**config.mk**
```make
export PLATFORM = sky130hd
export DESIGN_NAME = gpu_fb_scanout
export DESIGN_NICKNAME = d
export VERILOG_FILES = /design/src/rtl/gpu_fb_scanout_pkg.sv /design/src/rtl/gpu_pix_fifo.sv /design/src/rtl/gpu_fb_scanout.sv
export SDC_FILE = /design/constraint.sdc
export NUM_CORES = 1
export LEC_CHECK = 0
export CORE_MARGIN = 2
export CORE_UTILIZATION = 56
export CTS_CLUSTER_SIZE = 12
export DETAILED_ROUTE_END_ITERATION = 16
export PLACE_DENSITY = 0.76
export SLEW_MARGIN = 10
export SYNTH_ARGS = -nofsm -noshare
export SYNTH_HDL_FRONTEND = slang
export SYNTH_HIERARCHICAL = 1
export SYNTH_SLANG_ARGS = --single-unit
export TNS_END_PERCENT = 10
```
**constraint.sdc**
```tcl
create_clock -name clk -period 9.7 [get_ports clk]
set_input_delay 1.455 -clock clk [delete_from_list [all_inputs] [get_ports clk]]
set_output_delay 1.455 -clock clk [all_outputs]
set_load 0.01 [all_outputs]
```
**src/rtl/gpu_fb_scanout_pkg.sv**
```systemverilog
// Shared widths, defaults and types for the frame-buffer scanout block.
// Widths are sized for 640x480; smaller rasters fit in the same fields.
package gpu_fb_scanout_pkg;
  localparam int WIDTH_BITS   = 10;
  localparam int HEIGHT_BITS  = 9;
  localparam int CHANNEL_BITS = 8;
  localparam int RGB_BITS     = 3 * CHANNEL_BITS;
  localparam int ADDR_BITS    = WIDTH_BITS + HEIGHT_BITS + 1;
  localparam int OFFSETMEM    = 307200;

  typedef enum logic [1:0] {IDLE, REQ, WAIT, CAP} scan_state_t;

  typedef struct packed {
    logic [RGB_BITS-1:0]    rgb;
    logic [WIDTH_BITS-1:0]  x;
    logic [HEIGHT_BITS-1:0] y;
  } pix_t;
endpackage

```
**src/rtl/gpu_pix_fifo.sv**
```systemverilog
// Small synchronous FIFO between the SRAM reader and the display timing block.
// A push is accepted when full only if a pop happens on the same edge.
module gpu_pix_fifo #(
  parameter int DEPTH  = 8,
  parameter int DATA_W = 8
) (
  input  logic                     clk,
  input  logic                     n_rst,
  input  logic                     push_i,
  input  logic                     pop_i,
  input  logic [DATA_W-1:0]        wdata_i,
  output logic [DATA_W-1:0]        rdata_o,
  output logic                     full_o,
  output logic                     empty_o,
  output logic [$clog2(DEPTH):0]   count_o
);
  localparam int PW = $clog2(DEPTH);

  logic [DATA_W-1:0] mem_q [DEPTH];
  logic [PW-1:0]     wr_ptr_q, rd_ptr_q;
  logic [PW:0]       count_q;
  logic              do_push, do_pop;

  assign full_o  = (count_q == (PW+1)'(DEPTH));
  assign empty_o = (count_q == '0);
  assign count_o = count_q;
  assign rdata_o = mem_q[rd_ptr_q];
  assign do_pop  = pop_i && !empty_o;
  assign do_push = push_i && (!full_o || do_pop);

  always_ff @(posedge clk) begin
    if (do_push) mem_q[wr_ptr_q] <= wdata_i;
  end

  always_ff @(posedge clk or negedge n_rst) begin
    if (!n_rst) begin
      wr_ptr_q <= '0;
      rd_ptr_q <= '0;
      count_q  <= '0;
    end else begin
      if (do_push) wr_ptr_q <= wr_ptr_q + PW'(1);
      if (do_pop)  rd_ptr_q <= rd_ptr_q + PW'(1);
      case ({do_push, do_pop})
        2'b10:   count_q <= count_q + (PW+1)'(1);
        2'b01:   count_q <= count_q - (PW+1)'(1);
        default: count_q <= count_q;
      endcase
    end
  end
endmodule

```
**src/rtl/gpu_fb_scanout.sv**
```systemverilog
// Scans the front half of the double-buffered SRAM in raster order and queues
// {rgb,x,y} pixels; buffer swaps requested by flush_i take effect at the frame wrap.
module gpu_fb_scanout
  import gpu_fb_scanout_pkg::*;
#(
  parameter int WIDTH      = 640,
  parameter int HEIGHT     = 480,
  parameter int BUF1_BASE  = OFFSETMEM,
  parameter int READ_LAT   = 2,
  parameter int FIFO_DEPTH = 8
) (
  input  logic                   clk,
  input  logic                   n_rst,
  input  logic                   enable_i,
  input  logic                   flush_i,
  input  logic [RGB_BITS-1:0]    rgbdata_i,
  output logic                   CE0_o,
  output logic                   CE1_o,
  output logic                   OE_o,
  output logic                   R_W_o,
  output logic                   LB_o,
  output logic                   UB_o,
  output logic                   SEM_o,
  output logic                   ZZ_o,
  output logic [ADDR_BITS-1:0]   addr_o,
  output logic                   pix_valid_o,
  input  logic                   pix_ready_i,
  output logic [RGB_BITS-1:0]    rgb_o,
  output logic [WIDTH_BITS-1:0]  x_o,
  output logic [HEIGHT_BITS-1:0] y_o,
  output logic                   frame_start_o
);
  localparam int CW = $clog2(FIFO_DEPTH) + 1;

  scan_state_t            state_q, state_d;
  logic [WIDTH_BITS-1:0]  x_q, x_d;
  logic [HEIGHT_BITS-1:0] y_q, y_d;
  logic [ADDR_BITS-1:0]   row_base_q, row_base_d;
  logic [ADDR_BITS-1:0]   addr_q, addr_d;
  logic                   front_sel_q, front_sel_d;
  logic                   swap_pend_q, swap_pend_d;
  logic                   rd_en_q, rd_en_d;
  logic [7:0]             wait_cnt_q, wait_cnt_d;
  logic                   push;
  logic                   fifo_full, fifo_empty;
  logic [CW-1:0]          fifo_count, slots_free;
  logic                   in_flight, start_ok;
  pix_t                   push_pix, head_pix;

  // A new read needs a FIFO slot beyond the one the in-flight read will use.
  assign in_flight  = (state_q != IDLE);
  assign slots_free = CW'(FIFO_DEPTH) - fifo_count;
  assign start_ok   = enable_i && !fifo_full && (slots_free > {{(CW-1){1'b0}}, in_flight});

  always_comb begin
    state_d     = state_q;
    x_d         = x_q;
    y_d         = y_q;
    row_base_d  = row_base_q;
    addr_d      = addr_q;
    front_sel_d = front_sel_q;
    swap_pend_d = swap_pend_q | flush_i;
    wait_cnt_d  = wait_cnt_q;
    push        = 1'b0;
    case (state_q)
      IDLE: if (start_ok) state_d = REQ;
      REQ: begin
        wait_cnt_d = '0;
        state_d    = (READ_LAT == 1) ? CAP : WAIT;
      end
      WAIT: begin
        if (wait_cnt_q == 8'(READ_LAT - 2)) state_d = CAP;
        else wait_cnt_d = wait_cnt_q + 8'd1;
      end
      CAP: begin
        push    = 1'b1;
        state_d = start_ok ? REQ : IDLE;
        if (x_q == WIDTH_BITS'(WIDTH - 1)) begin
          x_d = '0;
          if (y_q == HEIGHT_BITS'(HEIGHT - 1)) begin
            y_d        = '0;
            row_base_d = '0;
            // A flush landing on the wrap cycle still swaps at this wrap.
            if (swap_pend_q || flush_i) begin
              front_sel_d = ~front_sel_q;
              swap_pend_d = 1'b0;
            end
          end else begin
            y_d        = y_q + HEIGHT_BITS'(1);
            row_base_d = row_base_q + ADDR_BITS'(WIDTH);
          end
        end else begin
          x_d = x_q + WIDTH_BITS'(1);
        end
      end
      default: state_d = IDLE;
    endcase
    if (state_d == REQ)
      addr_d = row_base_d + ADDR_BITS'(x_d) + (front_sel_d ? ADDR_BITS'(BUF1_BASE) : '0);
    rd_en_d = (state_d != IDLE);
  end

  always_ff @(posedge clk or negedge n_rst) begin
    if (!n_rst) begin
      state_q     <= IDLE;
      x_q         <= '0;
      y_q         <= '0;
      row_base_q  <= '0;
      addr_q      <= '0;
      front_sel_q <= 1'b1;
      swap_pend_q <= 1'b0;
      rd_en_q     <= 1'b0;
      wait_cnt_q  <= '0;
    end else begin
      state_q     <= state_d;
      x_q         <= x_d;
      y_q         <= y_d;
      row_base_q  <= row_base_d;
      addr_q      <= addr_d;
      front_sel_q <= front_sel_d;
      swap_pend_q <= swap_pend_d;
      rd_en_q     <= rd_en_d;
      wait_cnt_q  <= wait_cnt_d;
    end
  end

  assign CE0_o  = ~rd_en_q;
  assign CE1_o  = rd_en_q;
  assign OE_o   = ~rd_en_q;
  assign LB_o   = ~rd_en_q;
  assign UB_o   = ~rd_en_q;
  assign R_W_o  = 1'b1;
  assign SEM_o  = 1'b1;
  assign ZZ_o   = 1'b0;
  assign addr_o = addr_q;

  assign push_pix = '{rgb: rgbdata_i, x: x_q, y: y_q};

  // Output handshake: a pixel transfers on any edge where pix_valid_o && pix_ready_i.
  gpu_pix_fifo #(
    .DEPTH  (FIFO_DEPTH),
    .DATA_W ($bits(pix_t))
  ) u_fifo (
    .clk     (clk),
    .n_rst   (n_rst),
    .push_i  (push),
    .pop_i   (pix_ready_i),
    .wdata_i (push_pix),
    .rdata_o (head_pix),
    .full_o  (fifo_full),
    .empty_o (fifo_empty),
    .count_o (fifo_count)
  );

  assign pix_valid_o   = ~fifo_empty;
  assign rgb_o         = head_pix.rgb;
  assign x_o           = head_pix.x;
  assign y_o           = head_pix.y;
  assign frame_start_o = pix_valid_o && (head_pix.x == '0) && (head_pix.y == '0);
endmodule

```
==> flow_metrics.py, run 1 <==
metrics = {
    "placed_design": {
        "place_area_um2": 19400,
        "gp_congestion": 0.787,
        "numPortBuffers": 98,
        "dpl.hpwl_um": 19600,
    },
    "die": {
        "die_w_um": 183,
        "die_y_um": 183,
        "start_util": 0.570,
        "die_area_um2": 33600,
        "io_pins": 102,
        "rows": 65,
        "design.core.area_um2": 31600,
    },
    "detailed_routing": {
        "via_count": 9321,
        "ant_nets": 0,
        "routed_wl_um": 33600,
        "drtPass1Iterations": 6,
        "routedWlPerCell_um": 21.4,
        "drtIter0Drc": 680,
        "vias_per_cell": 5.94,
        "drc": 0,
    },
    "cts": {
        "clkSlewWorstSetupHoldPaths_ps": 60,
        "max-clock-path-buffers": 3,
        "htreeDepth": 2,
        "clk_latency_ps": 530,
        "postCtsSetupBuffers": 0,
        "hold_buffers": 0,
        "cts_tree": "done",
        "cts_root_buf": "clkbuf_16",
        "cts_resized": 0,
        "clock_sinks": 426,
        "numCtsBuffers": 44,
    },
    "grt": {
        "grt_use_total": 0.209,
        "use_met3": 0.0298,
        "grt-ovfl-total": 0,
        "antenna_found_initial": 0,
        "grt_pass1_wl_um": 54100,
        "use_met1": 0.293,
        "grt.busiest_layer": "met2",
        "grt_max_degree": 83,
        "grt_pass1_vias": 9753,
        "use_met2": 0.350,
    },
    "synth": {
        "synth_edf_count": 344,
        "synth_flop_cell": "edfxtp_1",
        "yosys.area_share.simple": 0.0632,
        "syn_avg_cell_area_um2": 17.5,
        "syn_inst": 1029,
        "syn_area_um2": 18000,
        "synth-xor-area-share": 0.0190,
        "synth-seq-cells": 426,
        "synth-adder-area-share": 0.0224,
        "yosysWarnings": 6,
        "seq_area_frac_synth": 0.689,
        "synth_area_leaders": "edfxtp_1, dfrtp_1, mux4_2",
        "synth_top_area_frac": 0.575,
        "yosysTopAreaCell": "edfxtp_1",
        "muxShareOfSynthArea": 0.147,
        "synth_compound_area_frac": 0.0377,
        "synth_top_family_by_area": "multiplexers",
        "synthArstFlopShare": 0.192,
        "ys_types": 75,
    },
    "setup_path": {
        "cpPeakStageDelay_ps": 1010,
        "r2r_slack_ps": 4870,
        "cp.required_ps": 8250,
        "cpMaxStageDelayCell": "dfrtp_4",
        "crit_arrival_ps": 4680,
        "reg2reg_depth": 12,
        "path_cells": "buf_4, mux4_2, mux2_4, nor4_1, nand3_1, nor2_1, clkdlybuf4s50_1",
        "timing.rr.start": "y_q[1]",
        "cp-start-kind": "register",
        "cp-end-kind": "primary output",
        "critPathTopFamily": "buffers and inverters",
        "critPathBufInv": 2,
        "critPathMaxFanout": 46,
        "critical_path_class": "register to primary output",
        "r2r_end": "addr_o[17]",
    },
    "layout": {
        "postLayoutCellArea_um2": 20600,
        "final_cell_mix": "edfxtp_1, clkdlybuf4s50_1, mux4_2",
        "layout_commonest_cell": "edfxtp_1",
        "drive_gt1_frac": 0.201,
        "nets": 1203,
        "antenna_cells": 0,
        "area_delta_synth_final_pct": 14.7,
    },
    "pwr": {
        "power_leakage_nw": 7.20,
        "ir_drop_mv": 0.219,
        "power_frac_clock": 0.258,
        "power.switching_w": 0.00171,
        "swShare": 0.293,
        "combPwrFrac": 0.323,
        "sequentialPowerShare": 0.420,
        "p_int_w": 0.00412,
        "power_density_nw_per_um2": 283,
    },
    "sta": {
        "finalSetupTns_ps": 0,
        "hold_violations": 0,
        "max_clock_freq_mhz": 163,
        "fin_crit_sh": 0.632,
        "drv_slew": 0,
        "period_needed_ps": 6130,
        "fin_skew_ps": 13.2,
        "max_slew_margin": 0.233,
        "worstMarginPinSlew_ps": 1150,
        "rsz0062_at_grt": "false",
        "setup_viol": 0,
    },
    "min_path": {
        "min_from": "addr_o[4]",
        "hp-class": "register to register",
        "hold_depth": 1,
        "hold_path_end": "addr_o[4]",
    },
    "run_status": {
        "status": "finished, final reports clean",
    },
    "flow_run": {
        "drv_cap": 0,
    },
}
## metal layers
layer | part of all wire | vias up | wire, um
met1 | 0.44 | 4755 | 14800
met3 | 0.050 | 45 | 1680
met5 | 0 | - | 0
met2 | 0.49 | 260 | 16600
met4 | 0.017 | 0 | 568
li1 | - | 4261 | -
## synth_stat cells (4+ instances only)
master / number
or3_1: 9
nand3_1: 23
ha_1: 29
dfrtp_1: 81
nand2b_1: 4
a21oi_1: 13
buf_4: 7
and2_1: 5
o31ai_1: 8
inv_1: 29
nor2_1: 48
clkbuf_1: 20
or4_1: 4
or2_2: 5
a31oi_1: 5
o21ai_0: 32
nor2b_1: 11
xnor2_1: 20
nor4_1: 10
mux4_2: 86
xor2_1: 19
nand2_1: 52
mux2_4: 30
and3_1: 6
a21o_1: 5
mux2_2: 17
buf_2: 11
mux2i_1: 5
edfxtp_1: 344
nand4_1: 13
o21a_1: 4
nor3_1: 12
## through the flow
step / utilization / hold slack (ps) / setup WS [ps] / total power (W) / instances
2_1_floorplan: - / 452 / 4390 / 0.00371 / 1030
3_3_place_gp: 0.614 / 464 / 4030 / 0.00433 / 1499
3_5_place_dp: 0.614 / 465 / 3970 / 0.00438 / 1499
4_1_cts: 0.654 / 484 / 3390 / 0.00589 / 1569
5_1_grt: 0.654 / 510 / 3220 / 0.00612 / 1569
6_report: 0.654 / 476 / 3570 / 0.00583 / 1569
## registers in the layout (all words and copies together), names as in the netlist, 2 cells and up
register	cells
u_fifo/mem_q	344
addr_o	20
row_base_q	20
x_q	10
y_q	9
wait_cnt_q	8
u_fifo/count_o	4
u_fifo/rd_ptr_q	3
u_fifo/wr_ptr_q	3
state_q	2
## area by class of cell
class	instances	area (um2)
multi-input cells	531	5280
inverters	29	109
flip-flops and latches	426	12400
well taps	402	503
clock inverters	13	103
fillers	2127	10900
repair buffers	111	1080
clock buffers	57	1160
## worst reg2reg max path: cells and delay by family, from the launching register on
kind,cells,cell delay (ps)
AND/OR/NAND/NOR,6,2430
AO/OA/AOI/OAI,4,910
adder cells (fa/ha/maj),2,750
flip-flops,1,620
## cells by family (layout without fill, tap and decap cells)
| group | count (synthesis) | count (layout) |
|---|---|---|
| AOI/OAI and AO/OA | 100 | 100 |
| xor gates and xnor gates | 39 | 39 |
| adders and majority gates | 31 | 31 |
| buffers and inverters | 73 | 210 |
| DFF | 426 | 426 |
| muxes | 140 | 140 |
| other | 2 | 3 |
| and+or+nand+nor | 218 | 218 |
## worst max path at each step
stage	startpoint	end	slack [ps]	cells after the start
2_1_floorplan	pix_ready_i	u_fifo/mem_q[0][0]	4390	4
4_1_cts	u_fifo/rd_ptr_q[0]	frame_start_o	3390	7
6_report	u_fifo/rd_ptr_q[0]	frame_start_o	3570	7
3_3_place_gp	u_fifo/rd_ptr_q[0]	frame_start_o	4030	7
3_5_place_dp	u_fifo/rd_ptr_q[0]	frame_start_o	3970	7
5_1_grt	u_fifo/rd_ptr_q[0]	frame_start_o	3220	7
## power groups by stage
| stage | logic, W | registers (W) | clock network, W |
|---|---|---|---|
| floorplan | 0.00134 | 0.00238 | 0 |
| global placement | 0.00186 | 0.00247 | 0 |
| detailed placement | 0.00189 | 0.00249 | 0 |
| CTS | 0.00191 | 0.00245 | 0.00153 |
| global route | 0.00202 | 0.00248 | 0.00161 |
| finish | 0.00188 | 0.00245 | 0.00150 |
(Power assumes the default switching activity.)
==> run 2: changes to the inputs <==
--- a/config.mk
+++ b/config.mk
@@ -6,10 +6,10 @@
 export NUM_CORES = 1
 export LEC_CHECK = 0
 export CORE_MARGIN = 2
-export CORE_UTILIZATION = 56
+export CORE_UTILIZATION = 54
 export CTS_CLUSTER_SIZE = 12
 export DETAILED_ROUTE_END_ITERATION = 16
-export PLACE_DENSITY = 0.76
+export PLACE_DENSITY = 0.77
 export SLEW_MARGIN = 10
 export SYNTH_ARGS = -nofsm -noshare
 export SYNTH_HDL_FRONTEND = slang
==> constraint.sdc (replaced) <==
create_clock -name clk -period 5.1 [get_ports clk]
set_input_delay 0.765 -clock clk [delete_from_list [all_inputs] [get_ports clk]]
set_output_delay 0.765 -clock clk [all_outputs]
set_load 0.01 [all_outputs]
==> run 2 against run 1 <==
Compared with the run above:
- non-clock buffer count up 9
- via count up 2.2%
- wire length up 5.4%
- critical path depth down 1
- worst setup slack worse by 3000 ps
- die area up 3.6%
- design area up 0.64%
==> flow_metrics.py, run 2 (synthesis results as in run 1) <==
metrics = {
    "cts": {
        "clock_sinks": 426,
        "postCtsSetupBuffers": 0,
        "clkSlewWorstSetupHoldPaths_ps": 60,
        "clk_latency_ps": 540,
        "cts_root_buf": "clkbuf_16",
        "hold_buffers": 0,
        "htreeDepth": 2,
        "max-clock-path-buffers": 3,
        "numCtsBuffers": 43,
        "cts_resized": 0,
        "cts_tree": "done",
    },
    "layout": {
        "final_cell_mix": "edfxtp_1, clkdlybuf4s50_1, mux4_2",
        "final_util": 0.635,
        "area_delta_synth_final_pct": 15.5,
        "nets": 1211,
        "largest_reg_flops": 344,
        "antenna_cells": 0,
        "layout_commonest_cell": "edfxtp_1",
        "drive_gt1_frac": 0.203,
        "fillers": 2263,
        "largest_register": "u_fifo/mem_q",
        "final_cells": 1617,
    },
    "sta": {
        "max_slew_margin": 0.246,
        "finalSetupTns_ps": 0,
        "period_needed_ps": 4550,
        "fin_skew_ps": 15.8,
        "setup_slack_ps": 546,
        "fin_crit_sh": 0.893,
        "setup_viol": 0,
        "hold_violations": 0,
        "rsz0062_at_grt": "false",
        "worstMarginPinSlew_ps": 1130,
        "hold_slack_ps": 205,
        "drv_slew": 0,
        "max_clock_freq_mhz": 220,
    },
    "die": {
        "rows": 66,
        "start_util": 0.550,
        "io_pins": 102,
        "die_y_um": 186,
        "design.core.area_um2": 32700,
        "die_w_um": 186,
        "die_area_um2": 34800,
    },
    "placed_design": {
        "gp_congestion": 0.843,
        "dpl.hpwl_um": 20900,
        "numPortBuffers": 98,
        "dp_cells": 1548,
        "place_ws_ps": 708,
    },
    "pwr": {
        "power_density_nw_per_um2": 537,
        "ir_drop_mv": 0.386,
        "power_leakage_nw": 7.24,
    },
    "detailed_routing": {
        "routedWlPerCell_um": 21.9,
        "ant_nets": 0,
        "drc": 0,
        "via_count": 9525,
        "drtIter0Drc": 653,
        "drtPass1Iterations": 6,
        "routed_wl_um": 35400,
        "vias_per_cell": 5.89,
    },
    "flow_run": {
        "drv_cap": 0,
    },
    "grt": {
        "grt-ovfl-total": 0,
        "grt_pass1_vias": 9910,
        "antenna_found_initial": 0,
        "grt_max_degree": 47,
        "grt_use_total": 0.207,
        "grt_pass1_wl_um": 56000,
    },
    "setup_path": {
        "critical_path_class": "register to primary output",
        "cp.required_ps": 4340,
        "critPathMaxFanout": 35,
        "r2r_slack_ps": 680,
        "reg2reg_depth": 13,
        "crit_arrival_ps": 3790,
        "cp-end-kind": "primary output",
        "cp-start-kind": "register",
    },
    "run_status": {
        "status": "finished, final reports clean",
    },
    "min_path": {
        "hp-class": "input pin to async pin",
    },
}
==> run 2: path summary, 6_finish.rpt <==
kind	startpoint	end
setup / recovery	u_fifo/rd_ptr_q[0]	frame_start_o
hold / removal	n_rst	addr_o[1]
setup reg to reg	x_q[0]	addr_o[17]
hold reg to reg	addr_o[4]	addr_o[4]
max in group asynchronous	n_rst	u_fifo/rd_ptr_q[1]
min in group clk	addr_o[4]	addr_o[4]
==> run 2: critical path, cell delays in order (launching register included) <==
cell	delay [ps]
dfrtp_4	870
mux4_2	600
mux2_4	280
nor4_1	540
nand3_1	250
nor2_1	150
clkdlybuf4s50_1	550
==> run 2: layer usage <==
layer  track usage  routed length, um  vias up
met3        0.0316               2160       56
li1              -                  -     4275
met1         0.292              15100     4872
met4        0.0559                747        0
met2         0.342              17400      322
met5             0                  0        -
==> run 2: stage by stage <==
stage	cell area [um2]	total power, W
2_1_floorplan	18000	0.00706
3_3_place_gp	19500	0.00830
3_5_place_dp	19500	0.00839
4_1_cts	20800	0.0113
5_1_grt	20800	0.0117
6_report	20800	0.0112
==> run 2: final cells by class <==
type / instances / area, um2 / area share
sequential: 426 / 12400 / 0.597
tap: 442 / 553 / 0.0266
timing repair buffer: 120 / 1170 / 0.0563
clock inverter: 8 / 76.3 / 0.00368
clock buffer: 61 / 1170 / 0.0566
inverter: 29 / 109 / 0.00524
multi-input combinational: 531 / 5280 / 0.255
==> run 2: where the power goes <==
part           total, W  internal, W  switching [W]
clock network   0.00285      0.00164        0.00121
logic           0.00359      0.00195        0.00164
registers       0.00471      0.00428       0.000434
total            0.0112      0.00787        0.00328
